==> src/rtl/uart_time_reporter.sv <==
// uart_time_reporter: snapshots a time value and writes it to a TX FIFO as ASCII "HH:MM:SS.CC" with optional CR LF
module uart_time_reporter #(
  parameter bit         P_CRLF = 1'b1,
  parameter logic [7:0] P_SEP  = 8'h3A
) (
  input  logic       clk,
  input  logic       rst,
  input  logic       i_report,
  input  logic [4:0] i_hour,
  input  logic [5:0] i_min,
  input  logic [5:0] i_sec,
  input  logic [6:0] i_msec,
  input  logic       i_full,
  output logic [7:0] o_wdata,
  output logic       o_wr,
  output logic       o_busy,
  output logic       o_done
);
  typedef enum logic [1:0] {IDLE, SEND, DONE} state_t;
  localparam logic [3:0] LAST = P_CRLF ? 4'd12 : 4'd10;
  state_t     r_state;
  logic [3:0] r_idx;
  logic [4:0] r_hour;
  logic [5:0] r_min, r_sec;
  logic [6:0] r_msec;
  logic [7:0] w_h, w_m, w_s, w_c;
  logic [7:0] w_byte [16];
  assign w_h = {3'd0, r_hour};
  assign w_m = {2'd0, r_min};
  assign w_s = {2'd0, r_sec};
  assign w_c = r_msec > 7'd99 ? 8'd99 : {1'b0, r_msec};
  always_comb begin
    w_byte     = '{default: 8'h00};
    w_byte[0]  = 8'h30 + w_h / 8'd10;
    w_byte[1]  = 8'h30 + w_h % 8'd10;
    w_byte[2]  = P_SEP;
    w_byte[3]  = 8'h30 + w_m / 8'd10;
    w_byte[4]  = 8'h30 + w_m % 8'd10;
    w_byte[5]  = P_SEP;
    w_byte[6]  = 8'h30 + w_s / 8'd10;
    w_byte[7]  = 8'h30 + w_s % 8'd10;
    w_byte[8]  = 8'h2E;
    w_byte[9]  = 8'h30 + w_c / 8'd10;
    w_byte[10] = 8'h30 + w_c % 8'd10;
    w_byte[11] = 8'h0D;
    w_byte[12] = 8'h0A;
  end
  assign o_wr    = r_state == SEND && !i_full;
  assign o_wdata = r_state == SEND ? w_byte[r_idx] : 8'h00;
  assign o_busy  = r_state != IDLE;
  assign o_done  = r_state == DONE;
  always_ff @(posedge clk or posedge rst)
    if (rst) begin
      r_state <= IDLE;
      r_idx   <= '0;
      r_hour  <= '0;
      r_min   <= '0;
      r_sec   <= '0;
      r_msec  <= '0;
    end else
      case (r_state)
        IDLE: if (i_report) begin
          r_state <= SEND;
          r_idx   <= '0;
          r_hour  <= i_hour;
          r_min   <= i_min;
          r_sec   <= i_sec;
          r_msec  <= i_msec;
        end
        SEND: if (!i_full) begin
          r_idx <= r_idx + 4'd1;
          if (r_idx == LAST) r_state <= DONE;
        end
        default: r_state <= IDLE;
      endcase
endmodule
==> config.mk <==
export PLATFORM = sky130hd
export DESIGN_NAME = uart_time_reporter
export DESIGN_NICKNAME = d
export VERILOG_FILES = /design/src/rtl/uart_time_reporter.sv
export SDC_FILE = /design/constraint.sdc
export NUM_CORES = 1
export LEC_CHECK = 0
export BUFFER_PORTS_ARGS = -buffer_cell sky130_fd_sc_hd__clkbuf_2
export CORE_MARGIN = 8
export CORE_UTILIZATION = 56
export CTS_BUF_LIST = sky130_fd_sc_hd__clkbuf_2 sky130_fd_sc_hd__clkbuf_4 sky130_fd_sc_hd__clkbuf_8
export DETAILED_ROUTE_END_ITERATION = 10
export GPL_ROUTABILITY_DRIVEN = 0
export PLACE_DENSITY = 0.8
export SLEW_MARGIN = 20
export SYNTH_ARGS = -nofsm -noshare
export SYNTH_HDL_FRONTEND = slang
export SYNTH_SLANG_ARGS = --single-unit
==> constraint.sdc <==
create_clock -name clk -period 4.4 [get_ports clk]
set_input_delay 0.44 -clock clk [delete_from_list [all_inputs] [get_ports clk]]
set_output_delay 0.44 -clock clk [all_outputs]
set_load 0.05 [all_outputs]
==> reports/qor.txt, run 1 <==
Status -> complete, but fails checks
Failing checks -> setup timing
Asr flop ratio synth -> 100%
Post-synth EDFFs -> 0
Setup violators final -> 3
Final WS setup -> -0.350 ns
Commonest cells in the netlist -> nand2_1 (43), o21ai_0 (39), a21oi_1 (33)
Reg2reg setup slack -> 2.68 ns
Worst Path Arrival -> 4.31 ns
RR Startpoint -> r_idx[0]
Proportion of layout cells with a drive suffix above 1 -> 29.6%
Number of synthesis warnings -> 0
H-tree depth -> 2
Synth top area cells -> dfrtp_1 (21%), mux2_2 (5.9%), ha_1 (5.9%)
Overall Global Routing Usage -> 21.4%
First-pass GRT wire length -> 16100 µm
Area of the die -> 9300 µm²
Max Cap Violations -> 0
Crit Path Category -> flip-flop to output pin
CP Max Fanout -> 4
IO Count -> 39
Slew Limit Headroom -> 54.7%
Antenna violations before repair -> 0
Post-synth top area share -> 20.7%
Chip width -> 96.5 µm
CTS sink count -> 30
Rows -> 29
Design area -> 4260 µm²
Sum Neg Setup Slack -> -0.762 ns
Root buf cell -> clkbuf_8
Height of the die -> 96.5 µm
Core ar. -> 6310 µm²
Placed inst area -> 4040 µm²
Synthesized area per cell -> 7.86 µm²
DRT iter0 DRCs -> 308
Cells after synthesis -> 461
Min Tclk post-route -> 4.75 ns
Per-cell routed wire length -> 16.7 µm
F_max -> 211 MHz
Antenna cells -> 0
Drt via density -> 6.41
Initial core utilization -> 57.4%
Vias -> 3726
Largest area contributor in the netlist -> dfrtp_1
Final ANT Viol Nets -> 0
Worst path required time -> 3.96 ns
RSZ-0062 raised after global routing -> true
WP buf/inv -> 5
Cell with the most instances after synthesis -> nand2_1
Hold buffer count at CTS -> 0
Slowest CP cell -> dfrtp_1
IO Port Bufs -> 38
Final period util -> 108%
Clk pin slew, worst setup/hold paths -> 0.07 ns
Reg-to-reg endpoint -> r_state[0]
CTS tree -> yes
Total CTS buffers -> 5
Drt pass-1 iters -> 5
Total gr overflow -> 0
Critical Path Max Stage Delay -> 0.40 ns
#FFs+latches synth -> 30
CP startpoint kind -> flip-flop
Worst Setup End Kind -> output pin
Reg2reg path depth -> 6
Max Transition Viols Final -> 0
Pin count of the biggest net entering global routing -> 36
Seq/Total Area, Yosys -> 20.7%
Cell Area, Synth -> 3620 µm²
Netlist cell types -> 83
Skew final -> 0.00810 ns
Worst path most repeated cell -> ha_4
Clock Tree Buf Depth -> 2
Layout fillers -> 520
Final-report hold violation count -> 0
Worst skew pair latency -> 0.29 ns
Hold WC Path Type -> primary input to async pin
Hpwl dp -> 7170 µm
Crit-path leading delay family -> compound AO/OA/AOI/OAI gates
Main synth FF type -> dfrtp_1
Actual slew at the worst max-slew pin -> 0.679 ns
Number of global-route vias before repair -> 3487
# nets final -> 548
Final WL -> 9720 µm
DR DRC count -> 0
Area grow syn2layout -> 17.6%
[metal layers]
| metal | vias to the layer above | part of all wire [%] | GRT usage [%] |
|---|---|---|---|
| li1 | 1797 | - | - |
| met1 | 1731 | 41 | 26.0 |
| met2 | 164 | 50 | 36.7 |
| met3 | 34 | 5.7 | 3.25 |
| met4 | 0 | 2.8 | 9.21 |
| met5 | - | 0 | 0 |
[worst max-delay path by stage]
stage	startpoint	slack, ns	end	cells after the start
2_1_floorplan	r_msec[6]	-0.14	o_wdata[7]	21
3_3_place_gp	r_msec[5]	0.07	o_wdata[5]	24
3_5_place_dp	r_msec[5]	-0.02	o_wdata[5]	24
4_1_cts	r_msec[5]	-0.30	o_wdata[5]	24
5_1_grt	r_msec[5]	-0.48	o_wdata[5]	25
6_report	r_msec[5]	-0.35	o_wdata[5]	25
[flip-flops by register name, summed over array words and instances (netlist names)]
name     count
r_idx        4
r_hour       5
r_min        6
r_sec        6
r_msec       7
r_state      2
[area by class of cell]
cell class | count | area (µm²) | share of cell area (%)
clock buffers | 7 | 90.1 | 2.11
clock inverters | 1 | 5.00 | 0.117
inverters | 23 | 91.3 | 2.14
multi-input cells | 378 | 2800 | 65.6
flip-flops and latches | 30 | 751 | 17.6
well taps | 77 | 96.3 | 2.26
repair buffers | 65 | 432 | 10.1
[cells in the final DEF, fill, tap and decap left out, types with 6 or more instances in the layout]
| master | netlist | routed |
|---|---|---|
| o221ai_1 | 6 | 6 |
| a21oi_1 | 33 | 32 |
| clkbuf_2 | 0 | 35 |
| a21o_1 | 6 | 6 |
| mux2i_1 | 6 | 6 |
| mux2_2 | 19 | 19 |
| o21ai_0 | 39 | 35 |
| nand3_1 | 13 | 13 |
| nand2_1 | 43 | 42 |
| dfrtp_1 | 30 | 30 |
| nor2b_1 | 6 | 6 |
| o211ai_1 | 12 | 12 |
| clkbuf_8 | 0 | 7 |
| nand2b_1 | 8 | 8 |
| ha_1 | 17 | 13 |
| nor3_1 | 17 | 17 |
| buf_4 | 2 | 27 |
| inv_1 | 20 | 18 |
| a31oi_1 | 8 | 7 |
| nor2_1 | 31 | 28 |
[logic make-up after synthesis]
logic type,Yosys count,share of synthesized area (%)
AO/OA/AOI/OAI,159,31.0
XOR/XNOR,8,1.93
adder cells (fa/ha/maj),18,6.18
buffers and inverters,54,5.94
flip-flops,30,20.7
multiplexers,30,9.70
other,1,0.103
AND/OR/NAND/NOR,161,24.4
[timing repair]
| item | 4_1_cts | 5_1_grt |
|---|---|---|
| gates resized for setup | 8 | 5 |
| cloned | 0 | 0 |
| endpoints found under the setup margin | 3 | 5 |
| pin swaps | 20 | 18 |
| buffers inserted | 6 | 2 |
[tightest hold or removal path, stage by stage]
cell      delay [ns]
clkbuf_2        0.08
inv_1           0.04
buf_4           0.36
[through the flow]
step | setup WS, ns | hold slack [ns] | std cells | utilization (%)
after floorplan | -0.135 | 0.480 | 462 | -
after global placement | 0.0720 | 0.496 | 565 | 64.0
after detailed placement | -0.0205 | 0.507 | 565 | 64.0
after CTS | -0.298 | 0.217 | 579 | 66.8
after global routing | -0.484 | 0.251 | 581 | 67.5
final | -0.350 | 0.204 | 581 | 67.5
Power of run 1 is left out: the tool's default activity adds up to more than one toggle a clock period on the data nets, which glitch-free logic cannot reach.
==> inputs of run 2 (changes only) <==
--- a/config.mk
+++ b/config.mk
@@ -8,4 +8,5 @@
 export BUFFER_PORTS_ARGS = -buffer_cell sky130_fd_sc_hd__clkbuf_2
+export CAP_MARGIN = 20
 export CORE_MARGIN = 8
-export CORE_UTILIZATION = 56
+export CORE_UTILIZATION = 50
 export CTS_BUF_LIST = sky130_fd_sc_hd__clkbuf_2 sky130_fd_sc_hd__clkbuf_4 sky130_fd_sc_hd__clkbuf_8
@@ -13,3 +14,3 @@
 export GPL_ROUTABILITY_DRIVEN = 0
-export PLACE_DENSITY = 0.8
+export PLACE_DENSITY = 0.72
 export SLEW_MARGIN = 20
--- a/constraint.sdc
+++ b/constraint.sdc
@@ -3,2 +3,2 @@
 set_output_delay 0.44 -clock clk [all_outputs]
-set_load 0.05 [all_outputs]
+set_load 0.02 [all_outputs]
==> run 2 against run 1 <==
Compared with the run above: cell count up 3.6%; the run still ends with setup timing left; clock-buffer cell count unchanged; final area down 0.38%; register-to-register slack about the same; utilization down 8.0 points; via count down 1.7%; critical path depth down 1; highest routed layer unchanged; first-iteration DRC count down 47%.
==> reports/qor.txt, run 2 (synthesis gave the netlist of run 1 again) <==
Rows -> 31 (+6.9%)
Hpwl dp -> 7260 µm (+1.2%)
Final ANT Viol Nets -> 0 (unchanged)
Core ar. -> 7140 µm² (+13%)
Hold WC Path Type -> primary input to async pin
RSZ-0062 raised after global routing -> true
CP Max Fanout -> 5 (+1)
F_max -> 221 MHz (+5.1%)
Area of the die -> 10200 µm² (+10%)
Hold buffer count at CTS -> 0 (unchanged)
Commonest non-fill, non-tap cell in the layout -> nand2_1
Min Tclk post-route -> 4.52 ns (-0.232 ns)
Root buf cell -> clkbuf_8
Antenna violations before repair -> 0 (unchanged)
DR DRC count -> 0 (unchanged)
Proportion of layout cells with a drive suffix above 1 -> 29.6% (+0.059 points)
Largest register FFs -> 7 (unchanged)
Met2 wire len -> 4690 µm (-3.6%)
Worst Path Arrival -> 4.08 ns (-0.23 ns)
Worst Setup End Kind -> output pin
Reg-to-reg endpoint -> r_state[0]
Vias -> 3664 (-1.7%)
Metal3 WL -> 550 µm (-1.4%)
Skew final -> 0.00384 ns (-0.00426 ns)
Status -> complete, but fails checks
Most frequent cells in the layout -> nand2_1 (42), o21ai_0 (35), clkbuf_2 (35)
Setup violators final -> 2 (-1)
M1 WL -> 4180 µm (+3.9%)
Layout Utilization -> 59.5% (-8.0 points)
CP startpoint kind -> flip-flop
Pin count of the biggest net entering global routing -> 36 (unchanged)
Overall Global Routing Usage -> 19.0% (-2.4 points)
Slew Limit Headroom -> 53.6% (-1.1 points)
DRT iter0 DRCs -> 163 (-47%)
Clock Tree Buf Depth -> 2 (unchanged)
Largest registers -> r_msec (7), r_min (6), r_sec (6)
Failing checks -> setup timing
Final WS setup -> -0.118 ns (+0.232 ns)
Antenna cells -> 0 (unchanged)
Max Cap Violations -> 0 (unchanged)
Final period util -> 103% (-5.3 points)
Final-report hold violation count -> 0 (unchanged)
First-pass GRT wire length -> 16100 µm (+0.26%)
Crit Path Category -> flip-flop to output pin
Top routing layer in use -> met4
IO Port Bufs -> 38 (unchanged)
H-tree depth -> 2 (unchanged)
Chip width -> 101 µm (+4.9%)
Per-cell routed wire length -> 16.0 µm (-4.4%)
Max Transition Viols Final -> 0 (unchanged)
Clk pin slew, worst setup/hold paths -> 0.07 ns (about the same)
# nets final -> 547 (-0.18%)
Number of global-route vias before repair -> 3508 (+0.60%)
Height of the die -> 101 µm (+4.9%)
Total gr overflow -> 0 (unchanged)
Worst skew pair latency -> 0.28 ns (about the same)
Final WL -> 9630 µm (-0.96%)
Area grow syn2layout -> 17.2%
CTS sink count -> 30 (unchanged)
Actual slew at the worst max-slew pin -> 0.696 ns (+0.0169 ns)
RR Startpoint -> r_idx[0]
CTS tree -> yes
Drt via density -> 6.09 (-5.1%)
Drt pass-1 iters -> 5 (unchanged)
Worst path required time -> 3.96 ns (about the same)
Biggest register -> r_msec
Initial core utilization -> 50.8% (-6.6 points)
Reg2reg path depth -> 6 (unchanged)
IO Count -> 39 (unchanged)
Reg2reg setup slack -> 2.69 ns (about the same)
Total CTS buffers -> 5 (unchanged)
## run 2: cell type report
| type | instances | area, µm² |
|---|---|---|
| Clock buffer | 7 | 90.1 |
| Clock inverter | 1 | 5.00 |
| Fill cell | 661 | 2890 |
| Inverter | 23 | 88.8 |
| Multi-Input combinational cell | 378 | 2790 |
| Sequential cell | 30 | 751 |
| Tap cell | 99 | 124 |
| Timing Repair Buffer | 64 | 403 |
## run 2: per-stage QoR
step,setup WS [ns],hold WS [ns],setup TNS (ns),cells,area [µm²]
after CTS,-0.153,0.216,-0.203,602,4190
after detailed placement,-0.0400,0.512,-0.0400,593,4060
after floorplan,-0.0748,0.480,-0.144,462,3690
final,-0.118,0.209,-0.131,602,4250
after global placement,0.0395,0.504,0,593,4060
after global routing,-0.357,0.256,-0.597,602,4250
## run 2: per-layer routing
layer	global-route usage (%)	vias to the layer above
met2	34.5	121
met5	0	-
met4	6.41	0
met3	2.41	19
met1	22.5	1729
li1	-	1795
## run 2: worst max-delay path by stage
stage,from,endpoint,slack (ns),cells after the start
3_5_place_dp,r_msec[5],o_wdata[5],-0.04,24
3_3_place_gp,r_msec[5],o_wdata[5],0.04,24
5_1_grt,r_msec[6],o_wdata[5],-0.36,24
4_1_cts,r_msec[6],o_wdata[5],-0.15,24
6_report,r_msec[6],o_wdata[5],-0.12,24
2_1_floorplan,r_msec[6],o_wdata[5],-0.07,24
## run 2: critical path, stage by stage (launching register included)
cell and delay (ns):
dfrtp_1 0.41, nand2_4 0.06, and2_4 0.14, ha_4 0.15
and2_4 0.13, a31o_4 0.23, inv_4 0.06, ha_4 0.15
o211ai_1 0.12, a211oi_2 0.29, a31oi_2 0.11, nor2_4 0.17
xnor2_2 0.13, ha_2 0.20, inv_2 0.03, a311oi_2 0.20
o21ai_2 0.10, o211a_1 0.13, a211oi_2 0.17, inv_1 0.10
ha_4 0.27, o21ai_2 0.06, a21oi_2 0.18, nor2_2 0.04
clkbuf_8 0.16
## run 2: timing repair
item	in CTS	in global routing
setup endpoints to repair	3	3
pin swaps	18	3
gates resized for setup	7	14
setup buffers	1	0
Power of run 2 is left out for the same reason.
